<file path="config.mk">
export PLATFORM = sky130hd
export DESIGN_NAME = if_stage_flat
export DESIGN_NICKNAME = d
export VERILOG_FILES = /design/src/rtl/if_stage_if.sv /design/src/rtl/if_stage.sv /design/src/flat_wrapper.sv
export SDC_FILE = /design/constraint.sdc
export NUM_CORES = 1
export LEC_CHECK = 0
export ABC_AREA = 1
export ABC_CLOCK_PERIOD_IN_PS = 2800
export BUFFER_PORTS_ARGS = -buffer_cell sky130_fd_sc_hd__buf_2
export CAP_MARGIN = 25
export CORE_ASPECT_RATIO = 1.75
export CORE_MARGIN = 4
export CORE_UTILIZATION = 43
export CTS_BUF_LIST = sky130_fd_sc_hd__clkbuf_8
export CTS_CLUSTER_SIZE = 20
export DETAILED_ROUTE_END_ITERATION = 10
export GPL_ROUTABILITY_DRIVEN = 1
export PLACE_DENSITY_LB_ADDON = 0.12
export SYNTH_ARGS = -nofsm -noshare
export SYNTH_HDL_FRONTEND = slang
export SYNTH_SLANG_ARGS = --single-unit
export TNS_END_PERCENT = 5
</file>
<file path="constraint.sdc">
create_clock -name clk -period 2.8 [get_ports clk]
set_input_delay 0.56 -clock clk [delete_from_list [all_inputs] [get_ports clk]]
set_output_delay 0.56 -clock clk [all_outputs]
set_load 0.02 [all_outputs]
</file>
<file path="src/rtl/if_stage_if.sv">
// Instruction-memory request/ready channel; if_stage is the master, the memory is the slave.
interface if_stage_if;
    localparam int unsigned XLEN = 32;

    logic            imem_req;
    logic [XLEN-1:0] imem_addr;
    logic            imem_ready;
    logic [XLEN-1:0] imem_rdata;

    modport master (
        output imem_req,
        output imem_addr,
        input  imem_ready,
        input  imem_rdata
    );

    modport slave (
        input  imem_req,
        input  imem_addr,
        output imem_ready,
        output imem_rdata
    );
endinterface

</file>
<file path="src/rtl/if_stage.sv">
// Instruction-fetch stage: PC, imem request/ready fetch, IF/ID register with freeze and branch redirect.
// Optional fetch/stall performance counters are enabled with `define IF_PERF_COUNTERS_EN.
module if_stage #(
    parameter logic [31:0] RESET_PC = 32'h0000_0000,
    parameter logic [31:0] NOP_WORD = 32'h0000_0000
) (
    input  logic        clk,
    input  logic        rst,
    input  logic        freeze,
    input  logic        branch_taken,
    input  logic [31:0] branch_addr,
    if_stage_if.master  imem,
    output logic [31:0] PC_out,
    output logic [31:0] instruction,
    output logic        valid
`ifdef IF_PERF_COUNTERS_EN
    ,
    output logic [31:0] fetch_count,
    output logic [31:0] stall_count
`endif
);
    localparam int unsigned XLEN = 32;
    localparam logic [XLEN-1:0] PC_STEP = XLEN'(4);

    typedef enum logic [1:0] {
        S_REQ  = 2'd0,
        S_DROP = 2'd1,
        S_HOLD = 2'd2
    } state_e;

    state_e          state_q, state_d;
    logic [XLEN-1:0] pc_q, pc_d;
    logic [XLEN-1:0] drop_addr_q, drop_addr_d;
    logic [XLEN-1:0] buf_instr_q, buf_instr_d;
    logic [XLEN-1:0] buf_pc_q, buf_pc_d;
    logic [XLEN-1:0] pc_out_q, pc_out_d;
    logic [XLEN-1:0] instr_q, instr_d;
    logic            valid_q, valid_d;
    logic [XLEN-1:0] pc_inc;
    logic            bubble;

    assign pc_inc = pc_q + PC_STEP;

    // Request is suppressed during reset so an outstanding fetch is abandoned immediately.
    assign imem.imem_req  = !rst && (state_q != S_HOLD);
    assign imem.imem_addr = (state_q == S_DROP) ? drop_addr_q : pc_q;

    assign PC_out      = pc_out_q;
    assign instruction = instr_q;
    assign valid       = valid_q;

    // Next-state and IF/ID update; a redirect always squashes IF/ID, even under freeze.
    always_comb begin
        state_d     = state_q;
        pc_d        = pc_q;
        drop_addr_d = drop_addr_q;
        buf_instr_d = buf_instr_q;
        buf_pc_d    = buf_pc_q;
        pc_out_d    = pc_out_q;
        instr_d     = instr_q;
        valid_d     = valid_q;
        bubble      = 1'b0;

        case (state_q)
            S_REQ: begin
                if (branch_taken) begin
                    bubble = 1'b1;
                    pc_d   = branch_addr;
                    if (!imem.imem_ready) begin
                        drop_addr_d = pc_q;
                        state_d     = S_DROP;
                    end
                end else if (imem.imem_ready) begin
                    pc_d = pc_inc;
                    if (freeze) begin
                        buf_instr_d = imem.imem_rdata;
                        buf_pc_d    = pc_inc;
                        state_d     = S_HOLD;
                    end else begin
                        pc_out_d = pc_inc;
                        instr_d  = imem.imem_rdata;
                        valid_d  = 1'b1;
                    end
                end else if (!freeze) begin
                    bubble = 1'b1;
                end
            end
            S_DROP: begin
                if (branch_taken) begin
                    pc_d = branch_addr;
                end
                if (branch_taken || !freeze) begin
                    bubble = 1'b1;
                end
                if (imem.imem_ready) begin
                    state_d = S_REQ;
                end
            end
            S_HOLD: begin
                if (branch_taken) begin
                    bubble      = 1'b1;
                    pc_d        = branch_addr;
                    buf_instr_d = '0;
                    buf_pc_d    = '0;
                    state_d     = S_REQ;
                end else if (!freeze) begin
                    pc_out_d = buf_pc_q;
                    instr_d  = buf_instr_q;
                    valid_d  = 1'b1;
                    state_d  = S_REQ;
                end
            end
            default: state_d = S_REQ;
        endcase

        if (bubble) begin
            instr_d = NOP_WORD;
            valid_d = 1'b0;
        end
    end

    // State and pipeline register.
    always_ff @(posedge clk) begin
        if (rst) begin
            state_q     <= S_REQ;
            pc_q        <= RESET_PC;
            drop_addr_q <= '0;
            buf_instr_q <= '0;
            buf_pc_q    <= '0;
            pc_out_q    <= '0;
            instr_q     <= NOP_WORD;
            valid_q     <= 1'b0;
        end else begin
            state_q     <= state_d;
            pc_q        <= pc_d;
            drop_addr_q <= drop_addr_d;
            buf_instr_q <= buf_instr_d;
            buf_pc_q    <= buf_pc_d;
            pc_out_q    <= pc_out_d;
            instr_q     <= instr_d;
            valid_q     <= valid_d;
        end
    end

`ifdef IF_PERF_COUNTERS_EN
    logic [XLEN-1:0] fetch_count_q, fetch_count_d;
    logic [XLEN-1:0] stall_count_q, stall_count_d;
    logic            fetch_load_c;
    logic            stall_c;

    assign fetch_load_c = !branch_taken && !freeze &&
                          (((state_q == S_REQ) && imem.imem_ready) || (state_q == S_HOLD));
    assign stall_c      = freeze || ((state_q == S_REQ) && !imem.imem_ready);

    always_comb begin
        fetch_count_d = fetch_count_q;
        stall_count_d = stall_count_q;
        if (fetch_load_c) begin
            fetch_count_d = fetch_count_q + XLEN'(1);
        end
        if (stall_c) begin
            stall_count_d = stall_count_q + XLEN'(1);
        end
    end

    always_ff @(posedge clk) begin
        if (rst) begin
            fetch_count_q <= '0;
            stall_count_q <= '0;
        end else begin
            fetch_count_q <= fetch_count_d;
            stall_count_q <= stall_count_d;
        end
    end

    assign fetch_count = fetch_count_q;
    assign stall_count = stall_count_q;
`endif
endmodule

</file>
<file path="src/flat_wrapper.sv">
// flat-port wrapper written by rule: the top's interface ports become plain ports
module if_stage_flat 
#(
    parameter logic [31:0] RESET_PC = 32'h0000_0000,
    parameter logic [31:0] NOP_WORD = 32'h0000_0000
)
  (clk, rst, freeze, branch_taken, branch_addr, PC_out, instruction, valid, imem_imem_req, imem_imem_addr, imem_imem_ready, imem_imem_rdata);
  if_stage_if imem_i ();
  input  logic clk;
  input  logic rst;
  input  logic freeze;
  input  logic branch_taken;
  input  logic [31:0] branch_addr;
  output logic [31:0] PC_out;
  output logic [31:0] instruction;
  output logic valid;
  output wire logic [$bits(imem_i.imem_req)-1:0] imem_imem_req;
  output wire logic [$bits(imem_i.imem_addr)-1:0] imem_imem_addr;
  input wire logic [$bits(imem_i.imem_ready)-1:0] imem_imem_ready;
  input wire logic [$bits(imem_i.imem_rdata)-1:0] imem_imem_rdata;
  assign imem_imem_req = imem_i.imem_req;
  assign imem_imem_addr = imem_i.imem_addr;
  assign imem_i.imem_ready = imem_imem_ready;
  assign imem_i.imem_rdata = imem_imem_rdata;
  if_stage #(.RESET_PC(RESET_PC), .NOP_WORD(NOP_WORD)) u_core (.clk(clk), .rst(rst), .freeze(freeze), .branch_taken(branch_taken), .branch_addr(branch_addr), .imem(imem_i), .PC_out(PC_out), .instruction(instruction), .valid(valid));
endmodule
</file>
Word-level counts from Yosys, hierarchy flattened. Index checks and enable logic that the tools add are counted.

Output and inout bits: 98. Word-level logic and storage cells: 86. Register bits: 195.

$add $sub $neg: 1. Bitwise operators: 1. Equality and inequality tests: 16. Multiplexer cells: 45. Reduce and logical (&&, ||, !) cells: 15.

Operator list (number): 2-to-1 mux 32 bit (21); one-hot mux 32 bit (2 select lines) (5); adder 32 x 3 -> 32 bit (second input constant) (1); inequality test 2 bit (second input constant) (9); 2-to-1 mux 2 bit (7); inequality test 3 bit (second input constant) (4); AND reduction 5 bit (2); 2-to-1 mux 1 bit (9); one-hot mux 2 bit (3 select lines) (1); AND reduction 3 bit (2); AND reduction 6 bit (1); AND reduction 4 bit (1); nonzero test 2 bit (2); OR reduction 2 bit (2); one-hot mux 1 bit (3 select lines) (1); equality test 2 x 1 -> 1 bit (second input constant) (1); equality test 2 bit (second input constant) (1); zero test 1 bit (2); zero test 2 bit (1); inequality test 2 x 1 -> 1 bit (second input constant) (1); one-hot mux 1 bit (2 select lines) (1); logical AND 1 bit (1); logical OR 1 bit (1); inverter 1 bit (1).

Depth between registers and ports, before layout. Gate-level depths: netlist of the first run.

Depth after elaboration: 5. Gate-level depth with buffers: 11.

Worst setup path after synthesis of the first run. No wires, ideal clock.

Kind: reg-to-output. Start point: reg u_core.state_q[1]. End point: out imem_imem_addr[29]. Cell stages (with the launch flop): 6. Data arrival time: 1485 ps. Path slack: 755 ps. Cell sequence: dfxtp_1 -> inv_1 -> ha_1 -> clkbuf_1 -> clkbuf_1 -> o21ai_0.

Longest elaborated chain between the ends: 2.

Ends and longest elaborated chain: start, declared (RTL line if_stage.sv:31) `state_e state_q, state_d;`; start signal, assigned (RTL line if_stage.sv:134) `state_q <= state_d;`; equality test 2 x 1 -> 1 bit (RTL line if_stage.sv:46) `assign imem.imem_addr = (state_q == S_DROP) ? drop_addr_q : pc_q;`; 2-to-1 mux 32 bit (RTL line if_stage.sv:46); end, declared (RTL line flat_wrapper.sv:18) `output wire logic [$bits(imem_i.imem_addr)-1:0] imem_imem_addr;`.

Every way passes these cells.

Worst setup path after layout of the first run.
Start point: reg u_core.state_q[1]. End point: out imem_imem_addr[3].

The elaborated chain is that of the path after synthesis.

==> qor.txt, run 1 <==
Final Core Density -> 0.508
residual DRC count -> 0
PD cells -> 881 mW/mm²
Clock Latency Late Sink -> 0.48 ns
Total Wirelength -> 27,100 µm
Total Power -> 9.08 mW
H-tree Lvls -> 4
cells after synthesis -> 1,286
FP Rows -> 69
mapped cell area -> 0.00889 mm²
crit-path max FO -> 55
worst setup margin -> 0.238 ns
Setup-failing EPs final -> 0
Synth area leaders -> dfxtp_1, a21oi_1, nand2_1
Synthesized Nets -> 1,360
busiest layer in global routing -> met2
post-route ant nets -> 0
clk sinks -> 195
asr flop ratio synth -> 0
Setup crit start kind -> flip-flop
status -> completed
initial antenna violation count -> 0
Hold Fails Final Rpt -> 0
Starting Density -> 0.438
worst-margin pin slew -> 0.569 ns
f_max -> 0.390 GHz
die width -> 117 µm
DR vias/cell -> 5.29
diode count -> 0
clock skew -> 0.0150 ns
io pins -> 167
most common cell in the netlist -> nand2_1
Critical Path RT -> 2.24 ns
grt met1 use -> 0.275
GP Congestion -> 0.959
DRT iter0 DRCs -> 572
unrepaired setup endpoints after global routing -> no
Hold WC Path Type -> in -> reg
Synth Flop Type -> dfxtp_1
GRT Util Overall -> 0.237
drt first pass iters -> 7
leakage power -> 4.49 nW
clk root buf -> clkbuf_8
Post-CTS Hold Buffers -> 0
Crit Path Category -> reg -> out
HPWL Detailed -> 19,100 µm
Die ar. -> 0.0231 mm²
layout cells sized above 1 -> 0.180
number of global-route vias before repair -> 8,462
max-slew violations -> 0
top post-synthesis cells by count -> nand2_1, a21oi_1, dfxtp_1
Setup TNS Final -> 0 ns
routed len/inst -> 16.2 µm
clk slew on worst S/H paths -> 0.10 ns
Fill cells -> 2,115
CTS tree -> built
fin crit share -> 0.915
Syn-to-layout area delta -> 15.9%
DR vias -> 8,827
maximum vdd drop -> 426 µV
worst slack, placed -> 0.406 ns
count of input and output buffers -> 166
global route overflow -> 0
first-pass GRT wire length -> 43,200 µm
Syn Area/Cell -> 6.91 µm²
Hold Slack -> 0.350 ns
Yosys cell types -> 30
post-synthesis sequential area ratio -> 0.439
Clock Tree Buf Depth -> 2
met2 usage -> 0.413
crit end category -> primary output
CP arrival -> 2.00 ns
Synth area leader -> dfxtp_1
core area -> 0.0203 mm²
Post-synth EDFFs -> 0
largest net degree at the start of global routing -> 84
Rel. slew slack -> 0.621
Die Span Y -> 198 µm
CTS resizes -> 0
number of warnings issued by yosys -> 0
Yosys reg bits -> 195
nets -> 1,481
Post-CTS Setup Repair Bufs -> 0
Max-Cap Viols -> 0
post-synth top area share -> 0.439
CTS Buf Count -> 17
met3 Use GR -> 0.0453
final worst path period need -> 2.56 ns
-- flip-flops by register name, summed over array words and instances, names as in the netlist --
| signal | count |
|---|---|
| u_core.pc_q | 32 |
| u_core.instruction | 32 |
| u_core.buf_pc_q | 32 |
| u_core.valid | 1 |
| u_core.buf_instr_q | 32 |
| u_core.PC_out | 32 |
| u_core.drop_addr_q | 32 |
| u_core.state_q | 2 |
-- cell type report --
class / count / area, µm² / share of cell area
clock buffers: 18 / 248 / 0.0240
clock inverters: 14 / 184 / 0.0178
inverters: 71 / 267 / 0.0259
multi-input cells: 932 / 4330 / 0.420
flip-flops and latches: 195 / 3900 / 0.379
well taps: 248 / 310 / 0.0301
repair buffers: 190 / 1060 / 0.103
-- cells by family after synthesis --
family,after synthesis,synth area share
fa+ha+maj,5,0.00704
compound gates,430,0.245
simple gates,490,0.227
buf+inv,159,0.0754
xor+xnor,7,0.00690
flops,195,0.439
-- path summary, 6_finish.rpt --
| kind | end | from | slack (ns) | cells after the start |
|---|---|---|---|---|
| setup reg to reg | u_core.buf_instr_q[17]$_SDFFE_PP0P_ | u_core.state_q[0]$_SDFFE_PP0P_ | 0.39 | 10 |
| hold reg to reg | u_core.valid$_SDFFE_PP0P_ | u_core.valid$_SDFFE_PP0P_ | 0.45 | 2 |
| setup / recovery | imem_imem_addr[3] | u_core.state_q[1]$_SDFFE_PP0P_ | 0.24 | 6 |
| hold / removal | u_core.pc_q[1]$_SDFFE_PP0P_ | branch_addr[1] | 0.35 | 3 |
-- layout by cell type, fill, tap and decap left out, types with 2 or more instances in the layout --
cell,n
a21o_1,2
a21oi_1,230
a31oi_1,7
buf_12,4
buf_2,166
buf_4,20
bufinv_16,4
clkbuf_8,18
clkinv_2,6
dfxtp_1,195
ha_1,4
inv_1,63
inv_2,7
inv_6,2
nand2_1,261
nand2_2,2
nand3_1,59
nand3b_1,2
nor2_1,139
nor2_2,5
nor2_4,2
o21ai_0,160
o21ai_1,25
o22ai_1,4
or2_1,4
or2_2,13
xor2_1,7
-- power breakdown --
group          internal (mW)  leakage (nW)  switching (mW)  total, mW
Combinational           1.01          2.67            2.23       3.25
Sequential              3.35          1.60           0.453       3.81
Clock                  0.994         0.223            1.03       2.02
-- worst max-delay path: stages, from the launching register on --
cell and delay (ns):
dfxtp_1 0.37, inv_1 0.09, ha_1 0.21, buf_4 0.44
nand2_1 0.09, o21ai_0 0.12, buf_2 0.21
-- layer usage --
metal	up-vias	wire, µm
li1	4505	-
met2	237	13700
met1	4039	10800
met5	-	0
met4	0	1110
met3	46	1470
-- metrics by stage --
step                std cells  cell area, µm²
floorplan                1286            8890
global placement         1636            9880
detailed placement       1636            9880
CTS                      1668           10300
global route             1668           10300
finish                   1668           10300
Power figures use the tool's default switching activity.
==> inputs of run 2 (changes only) <==
--- a/config.mk
+++ b/config.mk
@@ -7,12 +7,13 @@
 export LEC_CHECK = 0
 export ABC_AREA = 1
 export ABC_CLOCK_PERIOD_IN_PS = 2800
-export BUFFER_PORTS_ARGS = -buffer_cell sky130_fd_sc_hd__buf_2
+export BUFFER_PORTS_ARGS = -buffer_cell sky130_fd_sc_hd__clkbuf_2
 export CAP_MARGIN = 25
 export CORE_ASPECT_RATIO = 1.75
 export CORE_MARGIN = 4
 export CORE_UTILIZATION = 43
 export CTS_BUF_LIST = sky130_fd_sc_hd__clkbuf_8
+export CTS_CLUSTER_DIAMETER = 120
 export CTS_CLUSTER_SIZE = 20
 export DETAILED_ROUTE_END_ITERATION = 10
 export GPL_ROUTABILITY_DRIVEN = 1
==> constraint.sdc (replaced) <==
create_clock -name clk -period 2.8 [get_ports clk]
set_input_delay 0.42 -clock clk [delete_from_list [all_inputs] [get_ports clk]]
set_output_delay 0.42 -clock clk [all_outputs]
set_load 0.02 [all_outputs]
==> qor.txt, run 2 (synthesis gave the netlist of run 1 again) <==
CTS Buf Count -> 17 (unchanged)
GP Congestion -> 0.952 (-0.69%)
max-slew violations -> 0 (unchanged)
initial antenna violation count -> 0 (unchanged)
Clock Latency Late Sink -> 0.48 ns (about the same)
Setup-failing EPs final -> 0 (unchanged)
clk root buf -> clkbuf_8
post-route ant nets -> 0 (unchanged)
cell count after placement -> 1,636 (unchanged)
unrepaired setup endpoints after global routing -> no
Crit Path Category -> reg -> out
Critical Path RT -> 2.38 ns (+0.14 ns)
worst slack, placed -> 0.491 ns (+0.0851 ns)
clk sinks -> 195 (unchanged)
Clock Tree Buf Depth -> 2 (unchanged)
most frequent cells in the layout -> nand2_1, a21oi_1, dfxtp_1
die width -> 117 µm (unchanged)
maximum vdd drop -> 591 µV (+39%)
Slowest-stage cell, CP -> o21ai_0
count of input and output buffers -> 166 (unchanged)
leakage power -> 4.40 nW (-2.1%)
commonest non-fill, non-tap cell in the layout -> nand2_1
f_max -> 0.393 GHz (+0.66%)
DR vias/cell -> 5.26 (-0.61%)
first-pass GRT wire length -> 42,200 µm (-2.3%)
Total Wirelength -> 27,100 µm (about the same)
drt first pass iters -> 5 (-2)
Total Power -> 8.94 mW (-1.6%)
Setup TNS Final -> 0 ns (unchanged)
final instance area -> 0.0103 mm² (-0.51%)
core area -> 0.0203 mm² (unchanged)
H-tree Lvls -> 4 (unchanged)
global route overflow -> 0 (unchanged)
Starting Density -> 0.438 (unchanged)
layout cells sized above 1 -> 0.181 (+0.000704)
crit end category -> primary output
HPWL Detailed -> 19,200 µm (+0.20%)
Setup crit start kind -> flip-flop
largest net degree at the start of global routing -> 69 (-18%)
fin crit share -> 0.909 (-0.00600)
Max-Cap Viols -> 0 (unchanged)
Hold Slack -> 0.195 ns (-0.155 ns)
Hold Fails Final Rpt -> 0 (unchanged)
Area after DPL -> 0.00985 mm² (-0.25%)
worst-margin pin slew -> 0.669 ns (+0.100 ns)
PD cells -> 872 mW/mm² (-1.1%)
io pins -> 167 (unchanged)
Syn-to-layout area delta -> 15.4%
number of global-route vias before repair -> 8,269 (-2.3%)
status -> completed
Die ar. -> 0.0231 mm² (unchanged)
Largest stage delay, worst path -> 0.58 ns (+0.14 ns)
final worst path period need -> 2.54 ns (-0.0168 ns)
diode count -> 0 (unchanged)
residual DRC count -> 0 (unchanged)
clock skew -> 0.0192 ns (+0.00414 ns)
Die Span Y -> 198 µm (unchanged)
CP arrival -> 2.12 ns (+0.12 ns)
worst setup margin -> 0.255 ns (+0.0168 ns)
worst path cell trace -> inv_1, ha_1, o21ai_0, clkbuf_2
CTS tree -> built
routed len/inst -> 16.2 µm (about the same)
DRT iter0 DRCs -> 512 (-10%)
nets -> 1,481 (unchanged)
Hold WC Path Type -> in -> reg
GRT Util Overall -> 0.232 (-0.00492)
DR vias -> 8,773 (-0.61%)
Final Core Density -> 0.505 (-0.00259)
Rel. slew slack -> 0.549 (-0.0714)
crit-path max FO -> 7 (-87%)
clk slew on worst S/H paths -> 0.10 ns (about the same)
final instance count without filler cells -> 1,668 (unchanged)
FP Rows -> 69 (unchanged)
-- run 2: cell count changes in the layout (fill, tap and decap cells not counted) --
cell / previous run / this run
buf_2: 166 / 0
clkbuf_2: 0 / 166
clkinvlp_4: 1 / 6
clkinv_2: 6 / 3
buf_12: 4 / 2
buf_4: 20 / 22
bufinv_16: 4 / 2
inv_8: 0 / 2
clkinv_1: 1 / 0
clkinv_4: 1 / 0
-- run 2: per-layer routing --
metal  global-route usage  wire [µm]  vias up
li1                     -          -     4501
met1                0.266      10800     3975
met2                0.402      13600      239
met3               0.0459       1450       58
met4                0.119       1200        0
met5                    0          0        -
-- run 2: critical path: cells and delay by family (launching register included) --
family	cells	cell delay, ns
flops	1	0.42
compound gates	1	0.58
fa+ha+maj	1	0.27
buf+inv	2	0.38
-- run 2: final cells by class --
| class | count | area, µm² |
|---|---|---|
| flip-flops and latches | 195 | 3900 |
| fillers | 2120 | 10000 |
| clock buffers | 18 | 248 |
| inverters | 71 | 270 |
| multi-input cells | 932 | 4330 |
| well taps | 248 | 310 |
| clock inverters | 14 | 153 |
| repair buffers | 190 | 1040 |
-- run 2: path summary, 6_finish.rpt --
kind / start / endpoint / slack (ns) / depth (start not counted)
worst min register to register: u_core.drop_addr_q[6]$_SDFFE_PP0P_ / u_core.drop_addr_q[6]$_SDFFE_PP0P_ / 0.46 / 2
worst max register to register: u_core.state_q[0]$_SDFFE_PP0P_ / u_core.buf_pc_q[7]$_SDFFE_PP0P_ / 0.54 / 10
worst min-delay path: imem_imem_rdata[17] / u_core.buf_instr_q[17]$_SDFFE_PP0P_ / 0.19 / 3
worst max-delay path: u_core.state_q[1]$_SDFFE_PP0P_ / imem_imem_addr[15] / 0.26 / 4
-- run 2: timing repair --
action	in CTS	in global routing
endpoints found under the setup margin	0	3
resized for setup	0	1
hold buffers	0	0
hold endpoints to repair	0	0
buffers inserted	0	0
-- run 2: power breakdown --
| group | internal (mW) | switching, mW | total [mW] |
|---|---|---|---|
| sequential | 3.36 | 0.451 | 3.81 |
| clock | 0.828 | 1.04 | 1.87 |
| combinational | 1.00 | 2.25 | 3.26 |
| total | 5.19 | 3.75 | 8.94 |
